### config.mk
export PLATFORM = sky130hd
export DESIGN_NAME = pe_buffer_reader_flat
export DESIGN_NICKNAME = d
export VERILOG_FILES = /design/src/rtl/pe_buffer_reader_pkg.sv /design/src/rtl/pe_buffer_reader_if.sv /design/src/rtl/pe_buffer_reader_skid_fifo.sv /design/src/rtl/pe_buffer_reader.sv /design/src/flat_wrapper.sv
export SDC_FILE = /design/constraint.sdc
export NUM_CORES = 1
export LEC_CHECK = 0
export ABC_AREA = 0
export BUFFER_PORTS_ARGS = -buffer_cell sky130_fd_sc_hd__buf_2
export CORE_MARGIN = 2
export CORE_UTILIZATION = 35
export CTS_CLUSTER_SIZE = 16
export DETAILED_ROUTE_END_ITERATION = 16
export PLACE_DENSITY_LB_ADDON = 0.3
export SLEW_MARGIN = 10
export SYNTH_ARGS = -nofsm -noshare
export SYNTH_HDL_FRONTEND = slang
export SYNTH_HIERARCHICAL = 1
export SYNTH_SLANG_ARGS = --single-unit
### constraint.sdc
create_clock -name clk -period 3.5 [get_ports clk]
set_input_delay 0.35 -clock clk [delete_from_list [all_inputs] [get_ports clk]]
set_output_delay 0.35 -clock clk [all_outputs]
set_load 0.02 [all_outputs]
### src/rtl/pe_buffer_reader_pkg.sv
// Shared types and helpers for the PE operand buffer read side.
package pe_buf_pkg;

   typedef enum logic [1:0] {
      IDLE  = 2'd0,
      RUN   = 2'd1,
      DRAIN = 2'd2
   } rd_state_t;

   // Reads outstanding plus words queued may never exceed this.
   localparam int RD_FIFO_DEPTH = 2;

   function automatic int unsigned wrap_inc(input int unsigned addr, input int unsigned depth);
      return (addr + 1 >= depth) ? 0 : addr + 1;
   endfunction

endpackage

### src/rtl/pe_buffer_reader_if.sv
// Control, buffer read port and output stream of the PE buffer reader.
interface pe_buffer_reader_if #(
   parameter int DATA_NUM   = 8,
   parameter int DATA_WIDTH = 16
);
   localparam int DEPTH      = 2 * DATA_NUM;
   localparam int ADDR_WIDTH = $clog2(DEPTH);
   localparam int LEN_WIDTH  = $clog2(DEPTH + 1);

   logic                  start;
   logic [ADDR_WIDTH-1:0] base_addr;
   logic [LEN_WIDTH-1:0]  len;
   logic                  busy;
   logic                  done;
   logic                  mem_read_en;
   logic [ADDR_WIDTH-1:0] mem_read_addr;
   logic [DATA_WIDTH-1:0] mem_rdata;
   logic                  out_valid;
   logic                  out_ready;
   logic [DATA_WIDTH-1:0] out_data;
   logic                  out_last;

   modport master (
      input  start, base_addr, len, mem_rdata, out_ready,
      output busy, done, mem_read_en, mem_read_addr, out_valid, out_data, out_last
   );

   modport slave (
      output start, base_addr, len, mem_rdata, out_ready,
      input  busy, done, mem_read_en, mem_read_addr, out_valid, out_data, out_last
   );
endinterface

### src/rtl/pe_buffer_reader_skid_fifo.sv
// Two-entry FIFO holding returned buffer words ({last, data}) until the PE accepts them.
module pe_skid_fifo
   import pe_buf_pkg::*;
#(
   parameter int W = 17
) (
   input  logic         clk,
   input  logic         rst,
   input  logic         push,
   input  logic [W-1:0] push_data,
   input  logic         pop,
   output logic [W-1:0] head,
   output logic [1:0]   count
);

   logic [W-1:0] slot_q [RD_FIFO_DEPTH];
   logic [W-1:0] slot_d [RD_FIFO_DEPTH];
   logic         wr_q, wr_d;
   logic         rd_q, rd_d;
   logic [1:0]   cnt_q, cnt_d;

   always_comb begin
      slot_d = slot_q;
      wr_d   = wr_q;
      rd_d   = rd_q;
      if (push) begin
         slot_d[wr_q] = push_data;
         wr_d         = ~wr_q;
      end
      if (pop) begin
         rd_d = ~rd_q;
      end
      cnt_d = cnt_q + 2'(push) - 2'(pop);
   end

   always_ff @(posedge clk or posedge rst) begin
      if (rst) begin
         for (int i = 0; i < RD_FIFO_DEPTH; i++) slot_q[i] <= '0;
         wr_q  <= 1'b0;
         rd_q  <= 1'b0;
         cnt_q <= '0;
      end else begin
         slot_q <= slot_d;
         wr_q   <= wr_d;
         rd_q   <= rd_d;
         cnt_q  <= cnt_d;
      end
   end

   // The head slot is never the push target while occupied, so it stays stable under stall.
   assign head  = slot_q[rd_q];
   assign count = cnt_q;

endmodule

### src/rtl/pe_buffer_reader.sv
// Read-side sequencer: bursts sequential buffer reads and returns them as a backpressured stream.
//
//  state | meaning
//  IDLE  | waiting for start; len==0 start only pulses done
//  RUN   | issuing reads while credit allows
//  DRAIN | all reads issued, waiting for the last word to be accepted
module pe_buffer_reader
   import pe_buf_pkg::*;
#(
   parameter int DATA_NUM   = 8,
   parameter int DATA_WIDTH = 16
) (
   input logic                 clk,
   input logic                 rst,
   pe_buffer_reader_if.master  bus
);

   localparam int DEPTH      = 2 * DATA_NUM;
   localparam int ADDR_WIDTH = $clog2(DEPTH);
   localparam int LEN_WIDTH  = $clog2(DEPTH + 1);

   rd_state_t             state_q, state_d;
   logic [ADDR_WIDTH-1:0] ptr_q, ptr_d;
   logic [LEN_WIDTH-1:0]  issued_q, issued_d;
   logic [LEN_WIDTH-1:0]  len_q, len_d;
   logic                  inflight_q, inflight_d;
   logic                  inflight_last_q, inflight_last_d;
   logic                  done_q, done_d;

   logic [LEN_WIDTH-1:0]  len_eff;
   logic [1:0]            fifo_count;
   logic [DATA_WIDTH:0]   fifo_head;
   logic                  out_valid;
   logic                  pop;
   logic                  issue_ok;
   logic                  issue_last;
   logic                  issue;

   assign len_eff    = (bus.len > LEN_WIDTH'(DEPTH)) ? LEN_WIDTH'(DEPTH) : bus.len;
   assign out_valid  = (fifo_count != 2'd0);
   assign pop        = out_valid & bus.out_ready;
   // A word popped this cycle frees its slot in time for a read issued now.
   assign issue_ok   = ({1'b0, fifo_count} + {2'b00, inflight_q}) < (3'(RD_FIFO_DEPTH) + {2'b00, pop});
   assign issue_last = (issued_q == len_q - LEN_WIDTH'(1));

   always_comb begin
      state_d  = state_q;
      ptr_d    = ptr_q;
      issued_d = issued_q;
      len_d    = len_q;
      done_d   = 1'b0;
      issue    = 1'b0;
      case (state_q)
         IDLE: begin
            if (bus.start) begin
               if (bus.len == '0) begin
                  done_d = 1'b1;
               end else begin
                  state_d  = RUN;
                  ptr_d    = bus.base_addr;
                  issued_d = '0;
                  len_d    = len_eff;
               end
            end
         end
         RUN: begin
            if (issue_ok) begin
               issue    = 1'b1;
               ptr_d    = ADDR_WIDTH'(wrap_inc(32'(ptr_q), DEPTH));
               issued_d = issued_q + LEN_WIDTH'(1);
               if (issue_last) state_d = DRAIN;
            end
         end
         DRAIN: begin
            if (pop && fifo_head[DATA_WIDTH]) begin
               state_d = IDLE;
               done_d  = 1'b1;
            end
         end
         default: state_d = IDLE;
      endcase
      inflight_d      = issue;
      inflight_last_d = issue & issue_last;
   end

   always_ff @(posedge clk or posedge rst) begin
      if (rst) begin
         state_q         <= IDLE;
         ptr_q           <= '0;
         issued_q        <= '0;
         len_q           <= '0;
         inflight_q      <= 1'b0;
         inflight_last_q <= 1'b0;
         done_q          <= 1'b0;
      end else begin
         state_q         <= state_d;
         ptr_q           <= ptr_d;
         issued_q        <= issued_d;
         len_q           <= len_d;
         inflight_q      <= inflight_d;
         inflight_last_q <= inflight_last_d;
         done_q          <= done_d;
      end
   end

   pe_skid_fifo #(
      .W (DATA_WIDTH + 1)
   ) u_fifo (
      .clk       (clk),
      .rst       (rst),
      .push      (inflight_q),
      .push_data ({inflight_last_q, bus.mem_rdata}),
      .pop       (pop),
      .head      (fifo_head),
      .count     (fifo_count)
   );

   assign bus.busy          = (state_q != IDLE);
   assign bus.done          = done_q;
   assign bus.mem_read_en   = issue;
   assign bus.mem_read_addr = ptr_q;
   assign bus.out_valid     = out_valid;
   assign bus.out_data      = fifo_head[DATA_WIDTH-1:0];
   assign bus.out_last      = out_valid & fifo_head[DATA_WIDTH];

endmodule

### src/flat_wrapper.sv
// flat-port wrapper written by rule: the top's interface ports become plain ports
module pe_buffer_reader_flat import pe_buf_pkg::*;
#(
   parameter int DATA_NUM   = 8,
   parameter int DATA_WIDTH = 16
)
  (clk, rst, bus_start, bus_base_addr, bus_len, bus_mem_rdata, bus_out_ready, bus_busy, bus_done, bus_mem_read_en, bus_mem_read_addr, bus_out_valid, bus_out_data, bus_out_last);
  pe_buffer_reader_if #(.DATA_NUM(DATA_NUM), .DATA_WIDTH(DATA_WIDTH)) bus_i ();
  input logic clk;
  input logic rst;
  input wire logic [$bits(bus_i.start)-1:0] bus_start;
  input wire logic [$bits(bus_i.base_addr)-1:0] bus_base_addr;
  input wire logic [$bits(bus_i.len)-1:0] bus_len;
  input wire logic [$bits(bus_i.mem_rdata)-1:0] bus_mem_rdata;
  input wire logic [$bits(bus_i.out_ready)-1:0] bus_out_ready;
  output wire logic [$bits(bus_i.busy)-1:0] bus_busy;
  output wire logic [$bits(bus_i.done)-1:0] bus_done;
  output wire logic [$bits(bus_i.mem_read_en)-1:0] bus_mem_read_en;
  output wire logic [$bits(bus_i.mem_read_addr)-1:0] bus_mem_read_addr;
  output wire logic [$bits(bus_i.out_valid)-1:0] bus_out_valid;
  output wire logic [$bits(bus_i.out_data)-1:0] bus_out_data;
  output wire logic [$bits(bus_i.out_last)-1:0] bus_out_last;
  assign bus_i.start = bus_start;
  assign bus_i.base_addr = bus_base_addr;
  assign bus_i.len = bus_len;
  assign bus_i.mem_rdata = bus_mem_rdata;
  assign bus_i.out_ready = bus_out_ready;
  assign bus_busy = bus_i.busy;
  assign bus_done = bus_i.done;
  assign bus_mem_read_en = bus_i.mem_read_en;
  assign bus_mem_read_addr = bus_i.mem_read_addr;
  assign bus_out_valid = bus_i.out_valid;
  assign bus_out_data = bus_i.out_data;
  assign bus_out_last = bus_i.out_last;
  pe_buffer_reader #(.DATA_NUM(DATA_NUM), .DATA_WIDTH(DATA_WIDTH)) u_core (.clk(clk), .rst(rst), .bus(bus_i));
endmodule
=== Yosys cells after proc, flatten, opt, wreduce, memory -nomap -nowiden ===
Cells that the tools add are included.

* Add/subtract/negate cells: 7
* Order comparisons: 6
* Equal/unequal tests: 8
* Muxes and demuxes: 28
* Bitwise logic cells: 8
* Reduce and logical (&&, ||, !) cells: 10

{| class="wikitable"
|+ Operators with widths
! operator !! count
|-
| two-way mux 17 bit || 4
|-
| bitwise mux 34 bit || 1
|-
| two-way mux 5 bit || 4
|-
| demux 17 bit (select 1 bit) || 1
|-
| two-way mux 4 bit || 4
|-
| two-way mux 2 bit || 5
|-
| one-hot mux 5 bit (2 select lines) || 1
|-
| one-hot mux 4 bit (2 select lines) || 1
|-
| != test 2 x 1 -> 1 bit, second input constant || 3
|-
| one-hot mux 2 bit (3 select lines) || 1
|-
| nonzero test 2 bit || 3
|-
| adder 4 x 1 -> 5 bit, second input constant || 1
|-
| adder 5 x 1 -> 5 bit, second input constant || 1
|-
| == test 5 bit || 1
|-
| >= comparator 5 bit, second input constant || 1
|-
| greater-than comparator 5 bit, second input constant || 1
|-
| zero test 5 bit || 1
|-
| two-way mux 1 bit || 5
|-
| AND reduction 5 bit || 1
|-
| subtractor 5 x 1 -> 5 bit, second input constant || 1
|-
| >= comparator 2 bit, second input constant || 2
|-
| != test 2 bit, second input constant || 2
|-
| NOT 1 -> 2 bit || 2
|-
| AND reduction 4 bit || 1
|-
| 14 further kinds || 19
|}

* Bits in registers: 57
* Input bits: 29

=== Longest topological paths before layout ===
Gate-level depths: netlist of the first run.

* Word-level depth: 7
* Mapped depth: 7
* Gate-level depth less buffers: 7

=== Hierarchy ===
Netlist of the first run, hierarchy kept.

{| class="wikitable"
|+ Modules (own cells, without submodules)
! module !! instances !! cells each !! area an instance (um^2) !! sequential area each (um^2)
|-
| pe_skid_fifo || 1 || 105 || 1699.1 || 950.9
|-
| pe_buffer_reader || 1 || 114 || 1134.8 || 475.5
|}

=== Worst setup path before layout of the first run ===
OpenSTA, ideal clock, no wires.

* Kind: flip-flop to flip-flop
* Start point: register u_core.inflight_q
* End point: register u_core.ptr_q[1] (netlist: u_core/bus.mem_read_addr[1])
* Setup time: 0.128 ns
* Arrival: 1.622 ns
* Data required time: 3.372 ns
* Slack: 1.750 ns
* Stages on the path, launching flop included: 8
* Path buffers: 0
* Period minus slack after synthesis: 1.750 ns
* Cell sequence: dfrtp_1 > ha_1 > ha_1 > o21ai_2 > nand2_4 > clkinv_4 > nor2_8 > mux2_1

* Word-level cells in the longest chain between the ends: 4

{| class="wikitable"
|+ Ends and longest elaborated chain
! what !! RTL line !! text
|-
| start, declared || pe_buffer_reader.sv:26 || <nowiki>logic inflight_q, inflight_d;</nowiki>
|-
| start signal, assigned || pe_buffer_reader.sv:100 || <nowiki>inflight_q <= inflight_d;</nowiki>
|-
| adder 2 x 1 -> 3 bit || pe_buffer_reader.sv:43 || <nowiki>assign issue_ok = ({1'b0, fifo_count} + {2'b00, inflight_q}) < (3'(RD_FIFO_DEPTH) + {2'b00, pop});</nowiki>
|-
| less-than comparator 3 bit || pe_buffer_reader.sv:43 ||
|-
| != test 2 x 1 -> 1 bit (no line) || n/a ||
|-
| AND reduction 4 bit (no line) || n/a ||
|-
| end signal, assigned || pe_buffer_reader.sv:97 || <nowiki>ptr_q <= ptr_d;</nowiki>
|-
| end, declared || pe_buffer_reader.sv:23 || <nowiki>logic [ADDR_WIDTH-1:0] ptr_q, ptr_d;</nowiki>
|}

No other way between the ends.
A chain may end at the register's enable or synchronous reset.

=== Worst setup path after layout of the first run ===
* Start point: register u_core.u_fifo.rd_q
* End point: output bus_out_last

* Word-level cells in the longest chain between the ends: 5

{| class="wikitable"
|+ Ends and longest elaborated chain
! what !! RTL line !! text
|-
| start, declared || pe_buffer_reader_skid_fifo.sv:19 || <nowiki>logic rd_q, rd_d;</nowiki>
|-
| start signal, assigned || pe_buffer_reader_skid_fifo.sv:45 || <nowiki>rd_q <= rd_d;</nowiki>
|-
| NOT 1 -> 2 bit (not written as such) || pe_buffer_reader_skid_fifo.sv:51 || <nowiki>assign head = slot_q[rd_q];</nowiki>
|-
| two-way mux 17 bit (not written as such) (3 in a row) || pe_buffer_reader_skid_fifo.sv:51 ||
|-
| via u_core.fifo_head[16] || pe_buffer_reader.sv:32 || <nowiki>logic [DATA_WIDTH:0] fifo_head;</nowiki>
|-
| AND 1 bit || pe_buffer_reader.sv:124 || <nowiki>assign bus.out_last = out_valid & fifo_head[DATA_WIDTH];</nowiki>
|-
| end, declared || flat_wrapper.sv:22 || <nowiki>output wire logic [$bits(bus_i.out_last)-1:0] bus_out_last;</nowiki>
|}

The timed path passes the listed nets, and every way through them passes these cells. The select of a mux whose other input is x is not followed.

==> summary.md, run 1 <==
| Metric | Value |
|---|---|
| Status | completed |
| Fin crit share | 65.4% |
| Post CTS Setup Buffer Count | 0 |
| Unrepaired setup endpoints after global routing | no |
| Fin crit period | between 2000 and 2500 ps |
| Cell Pwr Density | 1070 nW/um^2 |
| Skew final | roughly 7.7 ps |
| Chip width | between 90 and 100 microns |
| Post-Syn Nets | approximately 260 |
| Post-synth ARST share | 100% |
| DRT iter0 DRCs | 48 |
| Avg Vias per Cell | approximately 4.8 |
| CTS tree | built |
| Vias | 1822 |
| CTS Buf Count | 9 |
| Vias in the first global route | around 1900 |
| CP bufs+invs | 1 |
| Port buffer count | 53 |
| Nets@finish | ~310 |
| DRC Markers | 0 |
| Num Clock Sinks | 57 |
| Fmax achieved | roughly 440 MHz |
| Cells after synthesis | 219 |
| Sequential area share after synthesis | between 50% and 60% |
| Worst skew pair latency | 330 ps |
| CP top delay family | flip-flops |
| Htree depth | 3 |
| Syn. warnings | 6 |
| Setup TNS | 0 ps |
| Row count | 32 |
| Syn Area/Cell | 12.9 sq um |
| Core area | a little under 8000 sq um |
| Initial antenna violation count | 0 |
| Crit Path Max Fanout | 18 |
| GRT met3 Usage | about 5.5% |
| Worst Reg-to-Reg Cells | 7 |
| Share of cells above drive strength 1 | 47.5% |
| Final Max Tran Viols | 0 |
| Post-Syn Area | 2830 sq um |
| Max Cap Violations | 0 |
| Reg-to-Reg Start | u_core/inflight_q |
| DIE AREA | ~9000 sq um |
| Root Buffer Master | clkbuf_8 |
| Slowest cell on crit path | dfrtp_1 |
| Register area | about 1400 sq um |
| Req. time, crit path | between 3000 and 4000 ps |
| Final Hold Viols | 0 |
| Drt first pass iters | 4 |
| Synth area leaders | dfrtp_1, mux2_2, mux2_4 |
| Crit Reg-Reg Endpoint | u_core/bus.mem_read_addr[1] |
| Drt wl/cell | 14.2 microns |
| Lkg Pwr | 1.57 nW |
| Largest net degree at the start of global routing | 39 |
| Post-Place Cell Area | 3150 sq um |
| Post-detail-place hpwl | approximately 3.7 mm |
| Area share of the largest cell type after synthesis | between 50% and 60% |
| Slack of the worst reg-to-reg path | 1650 ps |
| Critical Path End Type | primary output |
| Routed Antenna Nets | 0 |
| Main flop type after synthesis | dfrtp_1 |
| Post-synth EDFFs | 0 |
| CP startpoint kind | flip-flop |
| Cell taking the most area after synthesis | dfrtp_1 |
| N_diodes | 0 |
| Register bit total from synthesis | between 50 and 60 |
| Wirelength, routed | about 5.4 mm |
| Cell variety after synth | 46 |
| Synthesis-to-finish area growth | 18.1% |
| Fill cells | roughly 770 |
| Hold bufs inserted after CTS | 0 |
| Worst Max-Slew Pin Slew | about 1100 ps |
| Congestion Overflow GR | 0 |
| M1 GR Usage | between 10% and 20% |
| Delay of the slowest critical-path stage | 870 ps |
| Routability cong. | 0.752 |
| Number of top-level pins | between 50 and 60 |
| Slew margin rel. | between 20 and 30% |
| All-Layer GR Usage | between 10% and 20% |
| Hold crit path type | primary input to asynchronous set/reset pin |
| Initial Util | 36.5% |
| CTS max path bufs | 2 |
| Cell area after layout | 3350 sq um |
| Critical Path, Cell by Cell | mux2_2 -> and2_1 -> buf_2 |
| Endpoints failing setup | 0 |
| Met2 usage | between 20% and 30% |
| Most common cell in the netlist | dfrtp_1 |
| Area of the multi-input gates | 1270 sq um |
| CTS-repair resized insts | 0 |
| Top post-synthesis cells by count | dfrtp_1, mux2_2, nand2_1 |
| CP Class | flip-flop to primary output |
| CP arrival | between 1500 and 2000 ps |
| Die height | around 94 microns |
| VDD IR max | 0.000514 V |
| First-pass GRT wire length | approximately 9.1 mm |
| Clock transition at path regs | ~70 ps |
| Layer with the highest usage | met2 |
## cell usage in the layout, fill, tap and decap left out, types with 2 or more instances in the layout
master,count
nand2_1,13
nand3b_1,2
a21oi_1,4
clkinv_4,2
mux2_4,10
o21ai_0,8
nor2_1,5
nor3_1,4
clkinv_2,2
ha_1,7
nand2b_1,3
a221o_1,2
buf_2,53
inv_1,11
xnor2_1,5
a22o_1,2
xor2_1,6
and3_1,2
mux2_2,42
clkbuf_8,10
nand3_1,4
dfrtp_1,57
## through the flow
| stage | power (mW) | hold WS (ps) | setup WS (ps) | util [%] | std cells |
|---|---|---|---|---|---|
| floorplan | 2.64 | 301 | 1750 | - | 219 |
| global placement | 2.99 | 483 | 1550 | 40.6 | 367 |
| detailed placement | 3.01 | 489 | 1560 | 40.6 | 367 |
| CTS | 3.64 | 137 | 1170 | 43.1 | 382 |
| global route | 3.87 | 162 | 1090 | 43.1 | 382 |
| finish | 3.59 | 133 | 1210 | 43.1 | 382 |
## cells by family after synthesis
| kind of cell | count (synthesis) | share of synthesized area (%) |
|---|---|---|
| AND/OR/NAND/NOR | 46 | 9.85 |
| XOR/XNOR | 11 | 3.40 |
| adder cells (fa/ha/maj) | 7 | 3.09 |
| buffers and inverters | 20 | 4.68 |
| flip-flops | 57 | 50.3 |
| AO/OA/AOI/OAI | 25 | 6.27 |
| multiplexers | 53 | 22.4 |
## cell type report
cell class | count | area share (%)
Inverter | 12 | 1.50
Clock inverter | 5 | 1.68
Sequential cell | 57 | 42.6
Clock buffer | 10 | 4.11
Timing Repair Buffer | 54 | 8.15
Multi-Input combinational cell | 142 | 38.1
Tap cell | 102 | 3.81
## sequential cells by signal (all words and copies together) (netlist names)
name / flops
u_core/bus.done: 1
u_core/bus.mem_read_addr: 4
u_core/inflight_last_q: 1
u_core/inflight_q: 1
u_core/issued_q: 5
u_core/len_q: 5
u_core/state_q: 2
u_core/u_fifo/count: 2
u_core/u_fifo/rd_q: 1
u_core/u_fifo/slot_q: 34
u_core/u_fifo/wr_q: 1
## worst min-delay path: stages
cell and delay [ps]:
buf_2 110, inv_1 40, buf_4 410
## worst max path at each step
stage | startpoint | end | slack [ps] | cells past startpoint
finish | u_core/u_fifo/rd_q | bus_out_last | 1210 | 3
global route | u_core/u_fifo/rd_q | bus_out_last | 1090 | 3
CTS | u_core/u_fifo/rd_q | bus_out_last | 1170 | 3
detailed placement | u_core/u_fifo/rd_q | bus_out_last | 1560 | 3
global placement | u_core/u_fifo/rd_q | bus_out_last | 1550 | 3
floorplan | u_core/inflight_q | u_core/bus.mem_read_addr[1] | 1750 | 7
## per-layer routing
metal / vias up / part of all wire (%)
met2: 42 / 48
met3: 4 / 5.7
met5: - / 0
met4: 0 / 0.94
met1: 885 / 46
li1: 891 / -
## power by group
part / leakage (nW) / internal (mW) / total (mW) / switching (mW)
logic: 0.786 / 0.864 / 1.75 / 0.882
clock network: 0.0981 / 0.342 / 0.600 / 0.257
registers: 0.688 / 0.978 / 1.25 / 0.268
Power figures use the tool's default switching activity.
==> inputs of run 2 (changes only) <==
Clock period 3.5 ns to 1.9 ns, I/O delays scaled along.
==> summary.md, run 2 (synthesis gave the netlist of run 1 again) <==
| Metric | Value |
|---|---|
| Clock power frac | 15.0% (-1.7 points) |
| Req. time, crit path | 2100 ps (-1050 ps) |
| Max Cap Violations | 0 (unchanged) |
| Largest net degree at the start of global routing | 39 (unchanged) |
| Drt first pass iters | 4 (unchanged) |
| Clock transition at path regs | 70 ps (about the same) |
| Final Max Tran Viols | 0 (unchanged) |
| Fin crit share | between 90% and 100% |
| Unrepaired setup endpoints after global routing | no |
| Hold crit path type | primary input to flip-flop |
| Biggest register | u_core/u_fifo/slot_q |
| CTS max path bufs | 2 (unchanged) |
| Setup TNS | 0 ps (unchanged) |
| Critical Path End Type | flip-flop |
| P_int | 4.09 mW (+87%) |
| Root Buffer Master | clkbuf_8 |
| Worst skew pair latency | 330 ps (about the same) |
| Switching Share | 39.5% (+0.35 points) |
| Hold Worst Slack | 92.3 ps (-40.5 ps) |
| Port buffer count | 53 (unchanged) |
| Lkg Pwr | 1.61 nW (+2.4%) |
| CTS Buf Count | 9 (unchanged) |
| VDD IR max | 0.00112 V (+120%) |
| Initial antenna violation count | 0 (unchanged) |
| DRT iter0 DRCs | 37 (-23%) |
| Vias | 1887 (+3.6%) |
| Top Registers | u_core/u_fifo/slot_q (34), u_core/issued_q (5), u_core/len_q (5) |
| Fin crit period | between 1500 and 2000 ps |
| Share of cells above drive strength 1 | 49.8% (+2.3 points) |
| DIE AREA | 8830 sq um (unchanged) |
| Num Clock Sinks | 57 (unchanged) |
| Final Hold Viols | 0 (unchanged) |
| Die height | 94.0 microns (unchanged) |
| CP top delay family | simple AND/OR/NAND/NOR gates |
| Routed Antenna Nets | 0 (unchanged) |
| Core area | 7770 sq um (unchanged) |
| CTS tree | built |
| DRC Markers | 0 (unchanged) |
| Most frequent cells in the layout | dfrtp_1, buf_2, mux2_2 |
| Vias in the first global route | 1958 (+4.5%) |
| All-Layer GR Usage | 14.3% (+0.54 points) |
| First-pass GRT wire length | 9.54 mm (+5.3%) |
| Wirelength, routed | 5.68 mm (+4.4%) |
| Congestion Overflow GR | 0 (unchanged) |
| Cell Pwr Density | 1970 nW/um^2 (+83%) |
| Comb power frac | 52.0% (+3.4 points) |
| Commonest non-fill, non-tap cell in the layout | dfrtp_1 |
| Status | completed |
| Critical Path, Cell by Cell | ha_2 -> ha_1 -> o21ai_2 -> nand2_4 -> buf_4 -> nor4_1 -> a2111oi_2 |
| CP startpoint kind | flip-flop |
| Slowest cell on crit path | dfrtp_1 |
| N_diodes | 0 (unchanged) |
| Routability cong. | 0.770 (+2.3%) |
| CP arrival | 2030 ps (+90 ps) |
| Sequential power share | 33.0% (-1.7 points) |
| CP bufs+invs | 1 (unchanged) |
| Slew margin rel. | 50.0% (+23 points) |
| Nets@finish | 324 (+3.8%) |
| Initial Util | 36.5% (unchanged) |
| Switching pwr | 2.67 mW (+90%) |
| Skew final | 2.59 ps (-5.13 ps) |
| Htree depth | 3 (unchanged) |
| Crit Path Max Fanout | 4 (-14) |
| Drt wl/cell | 14.4 microns (+0.96%) |
| Fill cells | 734 (-4.3%) |
| Chip width | 94.0 microns (unchanged) |
| Delay of the slowest critical-path stage | 410 ps (-460 ps) |
| Worst Max-Slew Pin Slew | 749 ps (-349 ps) |
| Fmax achieved | ~550 MHz |
| Number of top-level pins | 54 (unchanged) |
| Row count | 32 (unchanged) |
| CP Class | flip-flop to flip-flop |
| Endpoints failing setup | 0 (unchanged) |
| Synthesis-to-finish area growth | 21.1% |
| Post-detail-place hpwl | 4.01 mm (+8.3%) |
| Avg Vias per Cell | 4.78 (+0.16%) |
| Largest register FFs | 34 (unchanged) |
[run 2: layout make-up]
| cell class | count | area [sq um] | area share (%) |
|---|---|---|---|
| multi-input cells | 142 | 1280 | 37.2 |
| well taps | 102 | 128 | 3.72 |
| clock inverters | 6 | 43.8 | 1.28 |
| clock buffers | 10 | 138 | 4.01 |
| flip-flops and latches | 57 | 1430 | 41.6 |
| inverters | 12 | 50.0 | 1.46 |
| repair buffers | 66 | 368 | 10.7 |
[run 2: worst paths after layout]
kind | startpoint | end | cells past startpoint | slack, ps
setup / recovery | u_core/u_fifo/count[0] | u_core/bus.mem_read_addr[2] | 7 | 70
hold / removal | bus_base_addr[3] | u_core/bus.mem_read_addr[3] | 2 | 90
setup reg to reg | u_core/u_fifo/count[0] | u_core/bus.mem_read_addr[2] | 7 | 70
hold reg to reg | u_core/u_fifo/rd_q | u_core/u_fifo/rd_q | 1 | 490
max in group asynchronous | rst | u_core/inflight_q | 3 | 890
min in group asynchronous | rst | u_core/u_fifo/slot_q[20] | 4 | 520
[run 2: routing by layer]
layer / track usage (%) / vias up / part of all wire (%)
li1: - / 912 / -
met1: 18.3 / 926 / 47
met3: 3.37 / 9 / 4.2
met2: 22.6 / 40 / 47
met5: 0 / - / 0
met4: 6.88 / 0 / 1.6
[run 2: power groups by stage]
stage	sequential (mW)	combinational, mW	clock, mW
6_report	2.23	3.51	1.02
5_1_grt	2.31	3.85	1.11
4_1_cts	2.23	3.43	1.06
3_5_place_dp	2.24	3.40	0
3_3_place_gp	2.22	3.35	0
2_1_floorplan	2.15	2.70	0
[run 2: metrics by stage]
stage	utilization (%)	std cells	area (sq um)	setup WS [ps]	total power, mW
after floorplan	-	219	2830	150	4.86
after global placement	41.3	374	3200	181	5.57
after detailed placement	41.3	374	3200	141	5.65
after CTS	43.7	391	3400	3.62	6.71
after global routing	44.2	395	3430	3.08	7.27
final	44.2	395	3430	69.2	6.76
[run 2: what timing repair did]
item                       4_1_cts  5_1_grt
setup endpoints to repair        0        1
setup buffers                    0        4
hold endpoints to repair        38        0
hold buffers                     1        0
gates resized for setup          0        2
==> inputs of run 3 (changes only) <==
Settings changed: BUFFER_PORTS_ARGS -buffer_cell sky130_fd_sc_hd__buf_2 to -buffer_cell sky130_fd_sc_hd__buf_4.
==> summary.md, run 3 (synthesis gave the netlist of run 1 again) <==
| Metric | Value |
|---|---|
| Worst setup margin | 73.4 ps (+4.16 ps) |
| Vias | 1917 (+1.6%) |
| Htree depth | 3 (unchanged) |
| Num Clock Sinks | 57 (unchanged) |
| VDD IR max | 0.000831 V (-26%) |
| Initial Util | 36.5% (unchanged) |
| Unrepaired setup endpoints after global routing | yes |
| CTS Buf Count | 9 (unchanged) |
| Port buffer count | 53 (unchanged) |
| All-Layer GR Usage | 14.7% (+0.40 points) |
| Nets@finish | 324 (unchanged) |
| Post-Place Cell Area | 3340 sq um (+4.4%) |
| CTS max path bufs | 2 (unchanged) |
| Final Hold Viols | 0 (unchanged) |
| DRC Markers | 0 (unchanged) |
| Drt wl/cell | 14.7 microns (+2.6%) |
| Slew margin rel. | 50.5% (+0.42 points) |
| Crit Path Max Fanout | 5 (+1) |
| CP startpoint kind | flip-flop |
| Hold Crit Start | bus_base_addr[0] |
| Tot Pwr | 7.26 mW (+7.4%) |
| Cell Pwr Density | 2010 nW/um^2 (+1.9%) |
| Wirelength, routed | 5.83 mm (+2.6%) |
| Status | completed |
| Routability cong. | 0.770 (about the same) |
| Share of cells above drive strength 1 | 50.2% (+0.34 points) |
| Top Registers | u_core/u_fifo/slot_q (34), u_core/issued_q (5), u_core/len_q (5) |
| Worst Max-Slew Pin Slew | 742 ps (-6.31 ps) |
| Synthesis-to-finish area growth | 27.5% |
| CTS tree | built |
| Hold crit path type | primary input to flip-flop |
| Initial antenna violation count | 0 (unchanged) |
| Row count | 32 (unchanged) |
| Commonest non-fill, non-tap cell in the layout | buf_4 |
| Worst skew pair latency | 330 ps (about the same) |
| First-pass GRT wire length | 9.87 mm (+3.4%) |
| Congestion Overflow GR | 0 (unchanged) |
| Area of the multi-input gates | 1280 sq um (+0.29%) |
| Req. time, crit path | 1710 ps (-390 ps) |
| Critical path origin | u_core/u_fifo/count[0] |
| Post-detail-place hpwl | 4.06 mm (+1.2%) |
| Most frequent cells in the layout | buf_4, dfrtp_1, mux2_2 |
| Clock transition at path regs | 70 ps (about the same) |
| Die height | 94.0 microns (unchanged) |
| Avg Vias per Cell | 4.85 (+1.6%) |
| Root Buffer Master | clkbuf_8 |
| Critical Path End Type | primary output |
| Reg-to-Reg Start | u_core/u_fifo/count[0] |
| Fin crit share | 96.1% (-0.22 points) |
| Routed Antenna Nets | 0 (unchanged) |
| Skew final | 6.52 ps (+3.93 ps) |
| Lkg Pwr | 1.69 nW (+4.8%) |
| DIE AREA | 8830 sq um (unchanged) |
| CP arrival | 1640 ps (-390 ps) |
| Biggest register | u_core/u_fifo/slot_q |
| Fin crit period | 1830 ps (-4.16 ps) |
| Pre-CTS setup slack | 143 ps (+2.21 ps) |
| Register area | 1430 sq um (unchanged) |
| Drt first pass iters | 4 (unchanged) |
| Final Max Tran Viols | 0 (unchanged) |
| Cell area after layout | 3610 sq um (+5.4%) |
| Largest register FFs | 34 (unchanged) |
| Delay of the slowest critical-path stage | 420 ps (about the same) |
| Vias in the first global route | 2036 (+4.0%) |
| CP Class | flip-flop to primary output |
| Max Cap Violations | 0 (unchanged) |
| N_diodes | 0 (unchanged) |
| Chip width | 94.0 microns (unchanged) |
| Fill cells | 735 (+0.14%) |
| Critical Path, Cell by Cell | ha_2 -> ha_1 -> o21ai_2 -> nand2_4 -> clkinv_4 -> buf_6 |
| DRT iter0 DRCs | 57 (+54%) |
| Slowest cell on crit path | dfrtp_1 |
| Core area | 7770 sq um (unchanged) |
| Endpoints failing setup | 0 (unchanged) |
| Fmax achieved | 547 MHz (+0.23%) |
| Number of top-level pins | 54 (unchanged) |
| Largest net degree at the start of global routing | 39 (unchanged) |
==> run 3: critical path: cells and delay by family (launching register included) <==
| kind | cells | cell delay, ps |
|---|---|---|
| buffers and inverters | 2 | 230 |
| and+or+nand+nor | 1 | 110 |
| adders and majority gates | 2 | 480 |
| AOI/OAI and AO/OA | 1 | 70 |
| DFF | 1 | 420 |
==> run 3: metrics by stage <==
stage / hold slack, ps / instances / TNS (ps) / util [%]
2_1_floorplan: 141 / 219 / 0 / -
3_3_place_gp: 361 / 375 / 0 / 43.1
3_5_place_dp: 359 / 375 / 0 / 43.1
4_1_cts: 69.0 / 392 / 0 / 46.1
5_1_grt: 71.4 / 395 / -26.9 / 46.5
6_report: 87.7 / 395 / 0 / 46.5
==> run 3: final timing paths <==
check	endpoint	slack [ps]	cells past startpoint
min in group asynchronous	u_core/u_fifo/slot_q[3]	550	4
setup reg to reg	u_core/issued_q[4]	90	7
max in group asynchronous	u_core/bus.mem_read_addr[3]	870	3
setup / recovery	bus_mem_read_en	70	6
hold / removal	u_core/bus.mem_read_addr[0]	90	2
hold reg to reg	u_core/u_fifo/slot_q[16]	500	1
==> run 3: repair_timing <==
item                                   in CTS  in global routing
buffers inserted                            0                  3
setup endpoints to repair                   0                  3
gates resized for setup                     0                  3
hold buffers                                1                  0
endpoints found under the hold margin      38                  0
==> run 3: layout make-up <==
| class | count | share of cell area (%) |
|---|---|---|
| Sequential cell | 57 | 39.5 |
| Multi-Input combinational cell | 142 | 35.4 |
| Timing Repair Buffer | 66 | 13.9 |
| Clock buffer | 10 | 3.81 |
| Tap cell | 102 | 3.53 |
| Clock inverter | 6 | 2.49 |
| Inverter | 12 | 1.38 |
==> run 3: routing by layer <==
| metal | share of wire [%] | global-route usage [%] | wire length [microns] | up-vias |
|---|---|---|---|---|
| met5 | 0 | 0 | 0 | - |
| met3 | 4.5 | 4.01 | 260 | 2 |
| met1 | 46 | 18.8 | 2690 | 963 |
| met2 | 49 | 23.5 | 2860 | 41 |
| li1 | - | - | - | 911 |
| met4 | 0.29 | 5.92 | 17 | 0 |
==> run 3: where the power goes <==
| part | leakage [nW] | internal, mW | total (mW) | switching (mW) |
|---|---|---|---|---|
| logic | 0.886 | 1.98 | 3.76 | 1.78 |
| registers | 0.688 | 1.80 | 2.22 | 0.419 |
| clock network | 0.113 | 0.778 | 1.27 | 0.496 |
| total | 1.69 | 4.56 | 7.26 | 2.70 |
